==> config.mk <==
export PLATFORM = sky130hd
export DESIGN_NAME = parking_slot_controller
export DESIGN_NICKNAME = d
export VERILOG_FILES = /design/src/rtl/parking_pkg.sv /design/src/rtl/slot_timer.sv /design/src/rtl/parking_slot_controller.sv
export SDC_FILE = /design/constraint.sdc
export NUM_CORES = 1
export LEC_CHECK = 0
export CAP_MARGIN = 0
export CORE_MARGIN = 2
export CORE_UTILIZATION = 45
export DETAILED_ROUTE_END_ITERATION = 16
export HOLD_SLACK_MARGIN = 0.08
export PLACE_DENSITY_LB_ADDON = 0.25
export SYNTH_ARGS = -nofsm -noshare
export SYNTH_HDL_FRONTEND = slang
export SYNTH_HIERARCHICAL = 1
export SYNTH_SLANG_ARGS = --single-unit
==> constraint.sdc <==
create_clock -name clk_500Hz -period 3.1 [get_ports clk_500Hz]
set_input_delay 0.62 -clock clk_500Hz [delete_from_list [all_inputs] [get_ports clk_500Hz]]
set_output_delay 0.62 -clock clk_500Hz [all_outputs]
set_load 0.01 [all_outputs]
==> src/rtl/parking_pkg.sv <==
// Shared constants, FSM encoding and small combinational helpers for the
// parking lot controller and its per-slot timers.
package parking_pkg;

    localparam int NUM_SLOTS = 4;
    localparam int SLOT_W    = 2;
    localparam int CAP_W     = 3;
    localparam int MAX_MIN   = 59;
    localparam int MAX_SEC   = 59;

    typedef enum logic [1:0] {
        IDLE     = 2'd0,
        GRANT    = 2'd1,
        WAIT_REL = 2'd2
    } state_t;

    function automatic logic [CAP_W-1:0] popcount(input logic [NUM_SLOTS-1:0] v);
        logic [CAP_W-1:0] cnt;
        cnt = '0;
        for (int i = 0; i < NUM_SLOTS; i++) begin
            cnt = cnt + CAP_W'(v[i]);
        end
        return cnt;
    endfunction

    // Lowest-index free slot; 0 when every slot is taken.
    function automatic logic [SLOT_W-1:0] lowest_free(input logic [NUM_SLOTS-1:0] occ);
        logic [SLOT_W-1:0] idx;
        idx = '0;
        for (int i = NUM_SLOTS - 1; i >= 0; i--) begin
            if (!occ[i]) idx = SLOT_W'(i);
        end
        return idx;
    endfunction

endpackage

==> src/rtl/slot_timer.sv <==
// Per-slot mm:ss parking timer; counts one second per tick while run is high
// and saturates at 59:59. clear wins over counting.
module slot_timer
    import parking_pkg::*;
(
    input  logic       clk_500Hz,
    input  logic       reset,
    input  logic       clear,
    input  logic       run,
    input  logic       tick,
    output logic [5:0] minutes,
    output logic [5:0] seconds
);

    always_ff @(posedge clk_500Hz) begin
        if (reset || clear) begin
            minutes <= '0;
            seconds <= '0;
        end else if (run && tick) begin
            if (seconds == 6'(MAX_SEC)) begin
                if (minutes != 6'(MAX_MIN)) begin
                    seconds <= '0;
                    minutes <= minutes + 6'd1;
                end
            end else begin
                seconds <= seconds + 6'd1;
            end
        end
    end

endmodule

==> src/rtl/parking_slot_controller.sv <==
// Four-slot lot controller: serves entry/exit gate requests one at a time,
// tracks occupancy and per-slot parked time, and drives the display fields.
module parking_slot_controller
    import parking_pkg::*;
#(
    parameter int TICKS_PER_SEC = 500,
    parameter int SHOW_TIME_SEC = 5
) (
    input  logic              clk_500Hz,
    input  logic              reset,
    input  logic              entry_req,
    output logic              entry_ack,
    output logic              entry_nak,
    output logic [SLOT_W-1:0] entry_slot,
    input  logic              exit_req,
    input  logic [SLOT_W-1:0] exit_slot_id,
    output logic              exit_ack,
    output logic              exit_err,
    output logic              full,
    output logic              mode,
    output logic [CAP_W-1:0]  capacity,
    output logic [SLOT_W-1:0] empty_slot,
    output logic [5:0]        minutes,
    output logic [5:0]        seconds,
    output logic [1:0]        fsm_state
);

    localparam int PRESC_W = (TICKS_PER_SEC > 1) ? $clog2(TICKS_PER_SEC) : 1;
    localparam int SHOW_W  = $clog2(SHOW_TIME_SEC + 1) + 1;

    // Handshake: a gate raises its req (level) and holds it until it sees its
    // 1-cycle ack/nak/err; the FSM then waits for that req to drop before
    // serving anything else, so one request yields exactly one pulse.
    state_t                state, state_next;
    logic                  serve_exit;
    logic [SLOT_W-1:0]     serve_slot;
    logic [NUM_SLOTS-1:0]  occupancy, occ_next, timer_clear;
    logic [PRESC_W-1:0]    presc;
    logic [SHOW_W-1:0]     show_cnt;
    logic                  tick;
    logic                  do_entry, do_nak, do_exit, do_err;
    logic [5:0]            tmr_min [NUM_SLOTS];
    logic [5:0]            tmr_sec [NUM_SLOTS];

    assign tick      = (presc == PRESC_W'(TICKS_PER_SEC - 1));
    assign fsm_state = state;

    always_comb begin
        state_next  = state;
        do_entry    = 1'b0;
        do_nak      = 1'b0;
        do_exit     = 1'b0;
        do_err      = 1'b0;
        occ_next    = occupancy;
        timer_clear = '0;
        case (state)
            IDLE:     if (exit_req || entry_req) state_next = GRANT;
            GRANT: begin
                state_next = WAIT_REL;
                if (serve_exit) begin
                    do_exit = occupancy[serve_slot];
                    do_err  = !occupancy[serve_slot];
                end else begin
                    do_entry = !full;
                    do_nak   = full;
                end
            end
            WAIT_REL: if (!(serve_exit ? exit_req : entry_req)) state_next = IDLE;
            default:  state_next = IDLE;
        endcase
        if (do_entry) occ_next[empty_slot] = 1'b1;
        if (do_exit)  occ_next[serve_slot] = 1'b0;
        // An exiting slot is cleared too, so a free slot always reads 00:00.
        for (int i = 0; i < NUM_SLOTS; i++) begin
            timer_clear[i] = (do_entry && empty_slot == SLOT_W'(i)) ||
                             (do_exit && serve_slot == SLOT_W'(i));
        end
    end

    always_ff @(posedge clk_500Hz) begin
        if (reset) begin
            state      <= IDLE;
            serve_exit <= 1'b0;
            serve_slot <= '0;
            occupancy  <= '0;
            capacity   <= CAP_W'(NUM_SLOTS);
            empty_slot <= '0;
            full       <= 1'b0;
            entry_ack  <= 1'b0;
            entry_nak  <= 1'b0;
            exit_ack   <= 1'b0;
            exit_err   <= 1'b0;
            entry_slot <= '0;
            presc      <= '0;
            show_cnt   <= '0;
            mode       <= 1'b0;
            minutes    <= '0;
            seconds    <= '0;
        end else begin
            state <= state_next;
            // Exit is latched first so it wins a same-edge collision with entry.
            if (state == IDLE) begin
                serve_exit <= exit_req;
                serve_slot <= exit_slot_id;
            end
            entry_ack  <= do_entry;
            entry_nak  <= do_nak;
            exit_ack   <= do_exit;
            exit_err   <= do_err;
            if (do_entry) entry_slot <= empty_slot;
            occupancy  <= occ_next;
            capacity   <= CAP_W'(NUM_SLOTS) - popcount(occ_next);
            full       <= &occ_next;
            empty_slot <= lowest_free(occ_next);
            presc      <= tick ? '0 : presc + PRESC_W'(1);
            if (do_exit) begin
                mode     <= 1'b1;
                show_cnt <= SHOW_W'(SHOW_TIME_SEC);
                minutes  <= tmr_min[serve_slot];
                seconds  <= tmr_sec[serve_slot];
            end else if (tick && show_cnt != '0) begin
                show_cnt <= show_cnt - SHOW_W'(1);
                if (show_cnt == SHOW_W'(1)) mode <= 1'b0;
            end
        end
    end

    for (genvar g = 0; g < NUM_SLOTS; g++) begin : g_slot
        slot_timer u_timer (
            .clk_500Hz (clk_500Hz),
            .reset     (reset),
            .clear     (timer_clear[g]),
            .run       (occupancy[g]),
            .tick      (tick),
            .minutes   (tmr_min[g]),
            .seconds   (tmr_sec[g])
        );
    end

endmodule
; Yosys cells after proc, flatten, opt, wreduce, memory -nomap -nowiden
; Cells that the tools add are included.
[op_classes]
addsub = 14
n_mul = 0
div_mod_pow = 0
magnitude_cmp = 5
n_eq_ne = 24
shift = 0
n_mux = 38
n_bitwise = 8
reduce_logical = 49
[ops]
columns = operator, n
row1 = 2-to-1 mux 6 bit, 12
row2 = "adder 6 x 1 -> 6 bit, second input constant", 8
row3 = binary-select mux 6 bit (select 2 bit), 2
row4 = "== test 6 bit, second input constant", 4
row5 = "inequality test 6 bit, second input constant", 4
row6 = logical AND 1 bit, 15
row7 = 2-to-1 mux 1 bit, 12
row8 = "inequality test 2 bit, second input constant", 6
row9 = AND reduction 2 bit, 6
row10 = AND reduction 3 bit, 4
row11 = "== test 2 bit, second input constant", 5
row12 = "adder 9 x 1 -> 9 bit, second input constant", 1
row13 = "== test 9 bit, second input constant", 1
row14 = logical OR 1 bit, 9
row15 = OR reduction 3 bit, 3
row16 = 2-to-1 mux 2 bit, 4
row17 = 2-to-1 mux 4 bit, 2
row18 = "== test 2 x 1 -> 1 bit, second input constant", 3
row19 = logical NOT 2 bit, 3
row20 = "< comparator 2 x 3 -> 1 bit, second input constant", 2
row21 = 2-to-1 mux 3 bit, 2
row22 = case mux 2 bit (3 select lines), 1
row23 = OR reduction 2 bit, 3
row24 = AND 4 bit, 1
row25 = other kinds (18), 25
[word_totals]
register_bits = 95
latch_bits = 0
ram_bits = 0
rom_bits = 0
in_bits = 6
output_inout_bits = 27
memories = 0

; Longest topological paths before layout
; Gate-level depths: netlist of the first run.
[logic_depth]
word_depth = 12
depth_mapped = 10
ltp_nobuf = 8

; Modules after synthesis
; The synthesis of the first run kept the hierarchy.
[by_module_without_submodules]
columns = mod, n_inst, cells_each, area_each_um2, seq_area_each_um2
row1 = slot_timer, 4, 71, 629.4, 240.2
row2 = parking_slot_controller, 1, 238, 2273.4, 940.9

; Least setup slack after synthesis of the first run
; OpenSTA, ideal clock, no wires.
[synth_path]
path_type = flip-flop to flip-flop
from = register state[0] (netlist: fsm_state[0])
to = register capacity[2]
setup_time_ps = 123
arrival_time_ps = 2610
required_ps = 2977
setup_slack_ps = 366
path_stages_with_launch = 11
path_buffers = 2
period_less_slack_ps = 2734
path_cell_list = dfxtp_1 -> buf_2 -> or4b_1 -> buf_2 -> nor4b_2 -> or2_2 -> inv_2 -> fa_1 -> ha_1 -> ha_1 -> or2_2
[synth_between]
elab_chain_len = 9
[synth_rtl]
columns = element, line_no
row1 = from (decl), parking_slot_controller.sv:34  ; state_t state, state_next;
row2 = from (signal assigned), parking_slot_controller.sv:100  ; state <= state_next;
row3 = == test 2 x 1 -> 1 bit (*), parking_slot_controller.sv:56  ; case (state)
row4 = 2-to-1 mux 1 bit, parking_slot_controller.sv:56
row5 = 2-to-1 mux 4 bit, parking_slot_controller.sv:71  ; if (do_entry) occ_next[empty_slot] = 1'b1;
row6 = AND 4 bit (no source line), --
row7 = 2-to-1 mux 4 bit (*), parking_slot_controller.sv:72  ; if (do_exit) occ_next[serve_slot] = 1'b0;
row8 = adder 1 x 1 -> 2 bit, parking_pkg.sv:21  ; cnt = cnt + CAP_W'(v[i]);
row9 = adder 2 x 1 -> 3 bit, parking_pkg.sv:21
row10 = adder 3 x 1 -> 3 bit (*), parking_pkg.sv:21
row11 = subtractor 3 bit (*), parking_slot_controller.sv:112  ; capacity <= CAP_W'(NUM_SLOTS) - popcount(occ_next);
row12 = to (signal assigned), parking_slot_controller.sv:86  ; capacity <= CAP_W'(NUM_SLOTS);
row13 = to (signal assigned), parking_slot_controller.sv:112
row14 = to (decl), parking_slot_controller.sv:21  ; output logic [CAP_W-1:0] capacity,
; Mark *: on every way between the ends. The rest lies on a longest branch, timed or not.
; A chain may end at the register's enable or synchronous reset.

; Worst setup path in the final report of the first run
; Ends and elaborated chain as after synthesis.

==> results of run 1 <==
[sequential cells by signal, summed over array words and instances (netlist names), 2 cells and up]
name and count:
g_slot.u_timer/minutes 24, g_slot.u_timer/seconds 24, presc 9, minutes 6, seconds 6, occupancy 4, show_cnt 4, capacity 3
empty_slot 2, entry_slot 2, fsm_state 2, serve_slot 2
[kinds of logic after synthesis]
| logic type | share of synthesized area [%] |
|---|---|
| DFF | 39.7 |
| xor gates and xnor gates | 4.39 |
| muxes | 7.39 |
| AOI/OAI and AO/OA | 14.4 |
| and+or+nand+nor | 27.3 |
| buffers and inverters | 2.66 |
| adders and majority gates | 4.07 |
[final cells by class]
cell class / instances / area (um^2)
fill: 947 / 4870
multi-input combinational: 397 / 2760
inverter: 12 / 45.0
timing repair buffer: 36 / 363
clock buffer: 9 / 124
tap: 136 / 170
clock inverter: 7 / 86.3
sequential: 95 / 1900
[power by group through the flow]
stage	combinational, uW	clock [uW]	sequential (uW)
floorplan	104	0	1290
global placement	150	0	1290
detailed placement	151	0	1290
CTS	151	900	1260
global route	166	948	1270
finish	150	873	1260
[stage by stage]
stage | cell area (um^2) | hold WS [ns]
2_1_floorplan | 4790 | 0.426
3_3_place_gp | 5240 | 0.444
3_5_place_dp | 5240 | 0.447
4_1_cts | 5450 | 0.462
5_1_grt | 5450 | 0.484
6_report | 5450 | 0.457
[critical path: cells and delay by family (launching register included)]
kind	cells	cell delay (ns)
adders and majority gates	3	0.82
and+or+nand+nor	4	1.37
buffers and inverters	1	0.06
DFF	1	0.49
[worst paths after layout]
path | from | endpoint
worst max-delay path | fsm_state[0] | capacity[2]
worst min-delay path | seconds[2] | seconds[2]
worst max register to register | fsm_state[0] | capacity[2]
worst min register to register | seconds[2] | seconds[2]
[metal layers]
layer | wire (um) | global-route usage (%) | vias up
li1 | - | - | 1952
met1 | 5090 | 26.9 | 1865
met2 | 5030 | 30.8 | 77
met3 | 480 | 3.95 | 15
met4 | 227 | 8.81 | 0
met5 | 0 | 0 | -
[placed cells by master, fill, tap and decap left out, types with 5 or more instances in the layout]
cell type	n
mux4_2	13
clkdlybuf4s50_1	32
nand4_1	6
nand4b_1	13
a21oi_1	38
nand3_1	16
nor3_1	18
or2_2	7
mux2i_1	5
nand2b_1	6
nand2_1	77
nand3b_1	6
ha_1	14
xnor2_1	21
nor2b_1	5
nor2_1	44
dfxtp_1	95
o31ai_1	10
a211oi_1	10
clkbuf_8	9
inv_1	10
o21ai_0	13
==> metrics.yaml, run 1 <==
fmax_mhz: 352
startpoint_type: "flop"
comb_power_share_pct: 6.6
path_clk_slew_ns: 0.10
synth_top_area_share_pct: 39.7
grt_pass1_vias: 3678
crit_type: "flop to flop"
layout.cells.non_filler: 692
antenna_found_initial: 0
synth.most_common_cell: "dfxtp_1"
wirelength_mm: 10.8
cp_data_required_time_ns: 3.37
gp_congestion: 0.895
arrival_ns: 3.11
synth-seq-cells: 95
peakVddDrop_mv: 0.209
cts-buffers-inserted: 9
timing.final.crit_share_pct: 91.6
initial_core_util_pct: 46.4
period_needed_ns: 2.84
synth-edff-count: 0
rsz0062_at_grt: "no"
final_antenna_net_count: 0
drc: 0
regToRegSetupSlack_ns: 0.26
syn_nets: 543
ios: 33
hold_depth: 2
synth_cell_types: 55
drive_gt1_share_pct: 14.6
rows: 37
p_switching_uw: 586
syn-instance-count: 522
synth_common_cells: "dfxtp_1, nand2_1, nor2_1"
power.leakage_uw: 0.00172
finish.net_count: 572
pre_cts_ws_ns: 0.273
clock_latency_ns: 0.38
tritoncts: "built"
final_util_pct: 52.8
cts-htree-levels: 3
finalPower_uw: 2290
wire_per_inst_um: 15.6
setup_violations: 0
grt_usage_pct: 19.9
ctsLongestPathBuffers: 2
coreArea_mm2: 0.0103
ctsResizeCount: 0
slowest_delay_ns: 0.64
grt_pass1_wl_mm: 18.0
synth-main-ff-cell: "dfxtp_1"
hold_buffers: 0
slew_viol_final: 0
clock_sinks: 95
dp.cells: 676
yosysTopAreaCell: "dfxtp_1"
skew_ns: 0.0117
slowest_stage: "or4b_1"
hp-class: "flop to flop"
worst_pin_slew_ns: 0.779
ys_seq_area_share_pct: 39.7
viasPerCell: 5.65
status: "finished clean"
root_buffer: "clkbuf_8"
p_int_uw: 1700
drv_cap: 0
syn_avg_cell_area_um2: 9.18
antenna_cells: 0
rr_worst_depth: 8
p_seq_share_pct: 55.3
port_buffers: 32
critPathCaptureType: "flop"
first_iter_violations: 284
p_clk_share_pct: 38.2
hpwlAfterDp_mm: 8.13
overflow: 0
num_vias: 3909
ys_warn_count: 6
drtPass1Iterations: 5
cts_setup_buffers: 0
die_y_um: 107
slew_headroom_pct: 48.0
power_density_mw_per_mm2: 419
die_x_um: 107
dieArea_mm2: 0.0115
worst_slack_ns: 0.260
grt_max_degree: 43
synth_area_leaders: "dfxtp_1, mux4_2, nand2_1"
finalHoldViolCount: 0
fin_setup_tns_ns: 0
path_cells: "or4b_1, nor4b_2, or2_2, inv_2, fa_1, ha_1, ha_1, or2_2"
syn_to_final_growth_pct: 13.8
cp_max_fo: 11
netlist_area_mm2: 0.00479
switching_share_pct: 25.6
synthArstFlopShare_pct: 0
(Power assumes the default switching activity.)
==> run 2: changes to the inputs <==
==> constraint.sdc (replaced) <==
create_clock -name clk_500Hz -period 2.7 [get_ports clk_500Hz]
set_input_delay 0.54 -clock clk_500Hz [delete_from_list [all_inputs] [get_ports clk_500Hz]]
set_output_delay 0.54 -clock clk_500Hz [all_outputs]
set_load 0.01 [all_outputs]
==> metrics.yaml, run 2 (same netlist as run 1, synthesis figures left out) <==
timing.rr.end: "capacity[2]"  # unchanged
drive_gt1_share_pct: 17.3  # was 14.6%
final_util_pct: 53.7  # was 52.8%
setup_violations: 0  # unchanged
period_needed_ns: 2.55  # was 2.84 ns
crit_type: "flop to flop"  # unchanged
finalHoldViolCount: 0  # unchanged
drtPass1Iterations: 4  # was 5
rsz0062_at_grt: "no"  # unchanged
drc: 0  # unchanged
final_cell_mix: "dfxtp_1, nand2_1, nor2_1"  # unchanged
hold_depth: 2  # unchanged
clock_latency_ns: 0.36  # was 0.38 ns
die_x_um: 107  # unchanged
cp_data_required_time_ns: 2.95  # was 3.37 ns
slowest_stage: "or4b_4"  # was or4b_1
wire_per_inst_um: 15.7  # was 15.6 um
ctsLongestPathBuffers: 2  # unchanged
grtUsageMet2_pct: 31.9  # was 30.8%
ctsResizeCount: 0  # unchanged
antenna_cells: 0  # unchanged
path_buf_inv: 1  # unchanged
r2r_start: "fsm_state[0]"  # unchanged
regToRegSetupSlack_ns: 0.15  # was 0.26 ns
cts_setup_buffers: 0  # unchanged
hold_end: "seconds[2]"  # unchanged
placement.cell_area_mm2: 0.00534  # was 0.00524 mm^2
cp_max_fo: 7  # was 11
path_clk_slew_ns: 0.09  # was 0.10 ns
grt-busiest-layer: "met2"  # unchanged
die_y_um: 107  # unchanged
critPathTopFamily: "simple AND/OR/NAND/NOR gates"  # unchanged
slowest_delay_ns: 0.51  # was 0.64 ns
grt_pass1_vias: 3769  # was 3,678
hold_buffers: 0  # unchanged
viasPerCell: 5.67  # was 5.65
tritoncts: "built"  # unchanged
arrival_ns: 2.80  # was 3.11 ns
gp_congestion: 0.921  # was 0.895
initial_core_util_pct: 46.4  # unchanged
critPathCaptureType: "flop"  # unchanged
overflow: 0  # unchanged
dp.cells: 688  # was 676
status: "finished clean"  # unchanged
rows: 37  # unchanged
skew_ns: 0.0131  # was 0.0117 ns
path_cells: "or4b_4, nor4b_4, or2_4, inv_2, fa_1, ha_2, ha_1, or2_2"  # was or4b_1, nor4b_2, or2_2, inv_2, fa_1, ha_1, ha_1, or2_2
fin_setup_tns_ns: 0  # unchanged
ios: 33  # unchanged
grtUsageMet1_pct: 27.5  # was 26.9%
final_antenna_net_count: 0  # unchanged
final_area_mm2: 0.00555  # was 0.00545 mm^2
layout_commonest_cell: "dfxtp_1"  # unchanged
crit_start: "fsm_state[0]"  # unchanged
hp-start: "seconds[2]"  # unchanged
peakVddDrop_mv: 0.294  # was 0.209 mV
syn_to_final_growth_pct: 15.8  # was 13.8%
cts-htree-levels: 3  # unchanged
root_buffer: "clkbuf_8"  # unchanged
timing.final.crit_share_pct: 94.3  # was 91.6%
rr_worst_depth: 8  # unchanged
port_buffers: 32  # unchanged
slew_headroom_pct: 51.7  # was 48.0%
drv_cap: 0  # unchanged
coreArea_mm2: 0.0103  # unchanged
slew_viol_final: 0  # unchanged
hp-class: "flop to flop"  # unchanged
first_iter_violations: 248  # was 284
grt_max_degree: 18  # was 43
fmax_mhz: 393  # was 352 MHz
worst_pin_slew_ns: 0.723  # was 0.779 ns
antenna_found_initial: 0  # unchanged
clock_sinks: 95  # unchanged
grt_pass1_wl_mm: 18.6  # was 18.0 mm
num_vias: 3989  # was 3,909
wirelength_mm: 11.1  # was 10.8 mm
power.leakage_uw: 0.00176  # was 0.00172 uW
finish.net_count: 584  # was 572
cts-buffers-inserted: 9  # unchanged
layout.cells.non_filler: 704  # was 692
power_density_mw_per_mm2: 467  # was 419 mW/mm^2
grt_use_met3_pct: 4.74  # was 3.95%
startpoint_type: "flop"  # unchanged
dieArea_mm2: 0.0115  # unchanged
grt_usage_pct: 20.2  # was 19.9%
hpwlAfterDp_mm: 8.42  # was 8.13 mm
top_regs: "g_slot.u_timer/minutes: 24 flops, g_slot.u_timer/seconds: 24 flops, presc: 9 flops"  # unchanged
==> run 2: cell types whose count changed in the layout (fill, tap and decap cells not counted), sizes merged <==
cell      before  now
clkinvlp       1    3
buf            4   16
inv           16   14
==> run 2: through the flow <==
| step | setup slack [ns] | hold WS, ns | power, uW |
|---|---|---|---|
| after floorplan | 0.0385 | 0.426 | 1600 |
| after detailed placement | 0.103 | 0.447 | 1670 |
| after global placement | 0.134 | 0.438 | 1670 |
| after CTS | 0.0961 | 0.461 | 2610 |
| final | 0.154 | 0.457 | 2590 |
| after global routing | 0.0247 | 0.476 | 2720 |
==> run 2: worst max-delay path by stage <==
stage	slack (ns)	to	cells after the start
2_1_floorplan	0.04	capacity[2]	10
3_3_place_gp	0.13	capacity[2]	8
3_5_place_dp	0.10	capacity[2]	8
4_1_cts	0.1	capacity[2]	8
5_1_grt	0.02	capacity[2]	8
6_report	0.15	capacity[2]	8
==> run 2: tightest hold or removal path: cells and delay by family, from the launching register on <==
family,cells,cell delay (ns)
AO/OA/AOI/OAI,1,0.05
flip-flops,1,0.32
AND/OR/NAND/NOR,1,0.05
==> run 2: report_power, final <==
part | total [uW] | switching [uW] | internal, uW
registers | 1450 | 23.2 | 1420
logic | 193 | 100 | 93.0
clock network | 950 | 514 | 436
total | 2590 | 637 | 1950
==> run 2: layer usage <==
metal | up-vias | part of all wire (%)
met5 | - | 0
met4 | 0 | 1.8
met3 | 16 | 4.8
met2 | 90 | 46
met1 | 1905 | 47
li1 | 1978 | -
==> run 2: final cells by class <==
type	instances	area (um^2)
flip-flops and latches	95	1900
multi-input cells	397	2790
fillers	917	4780
repair buffers	48	440
clock inverters	7	78.8
clock buffers	9	124
inverters	12	45.0
well taps	136	170
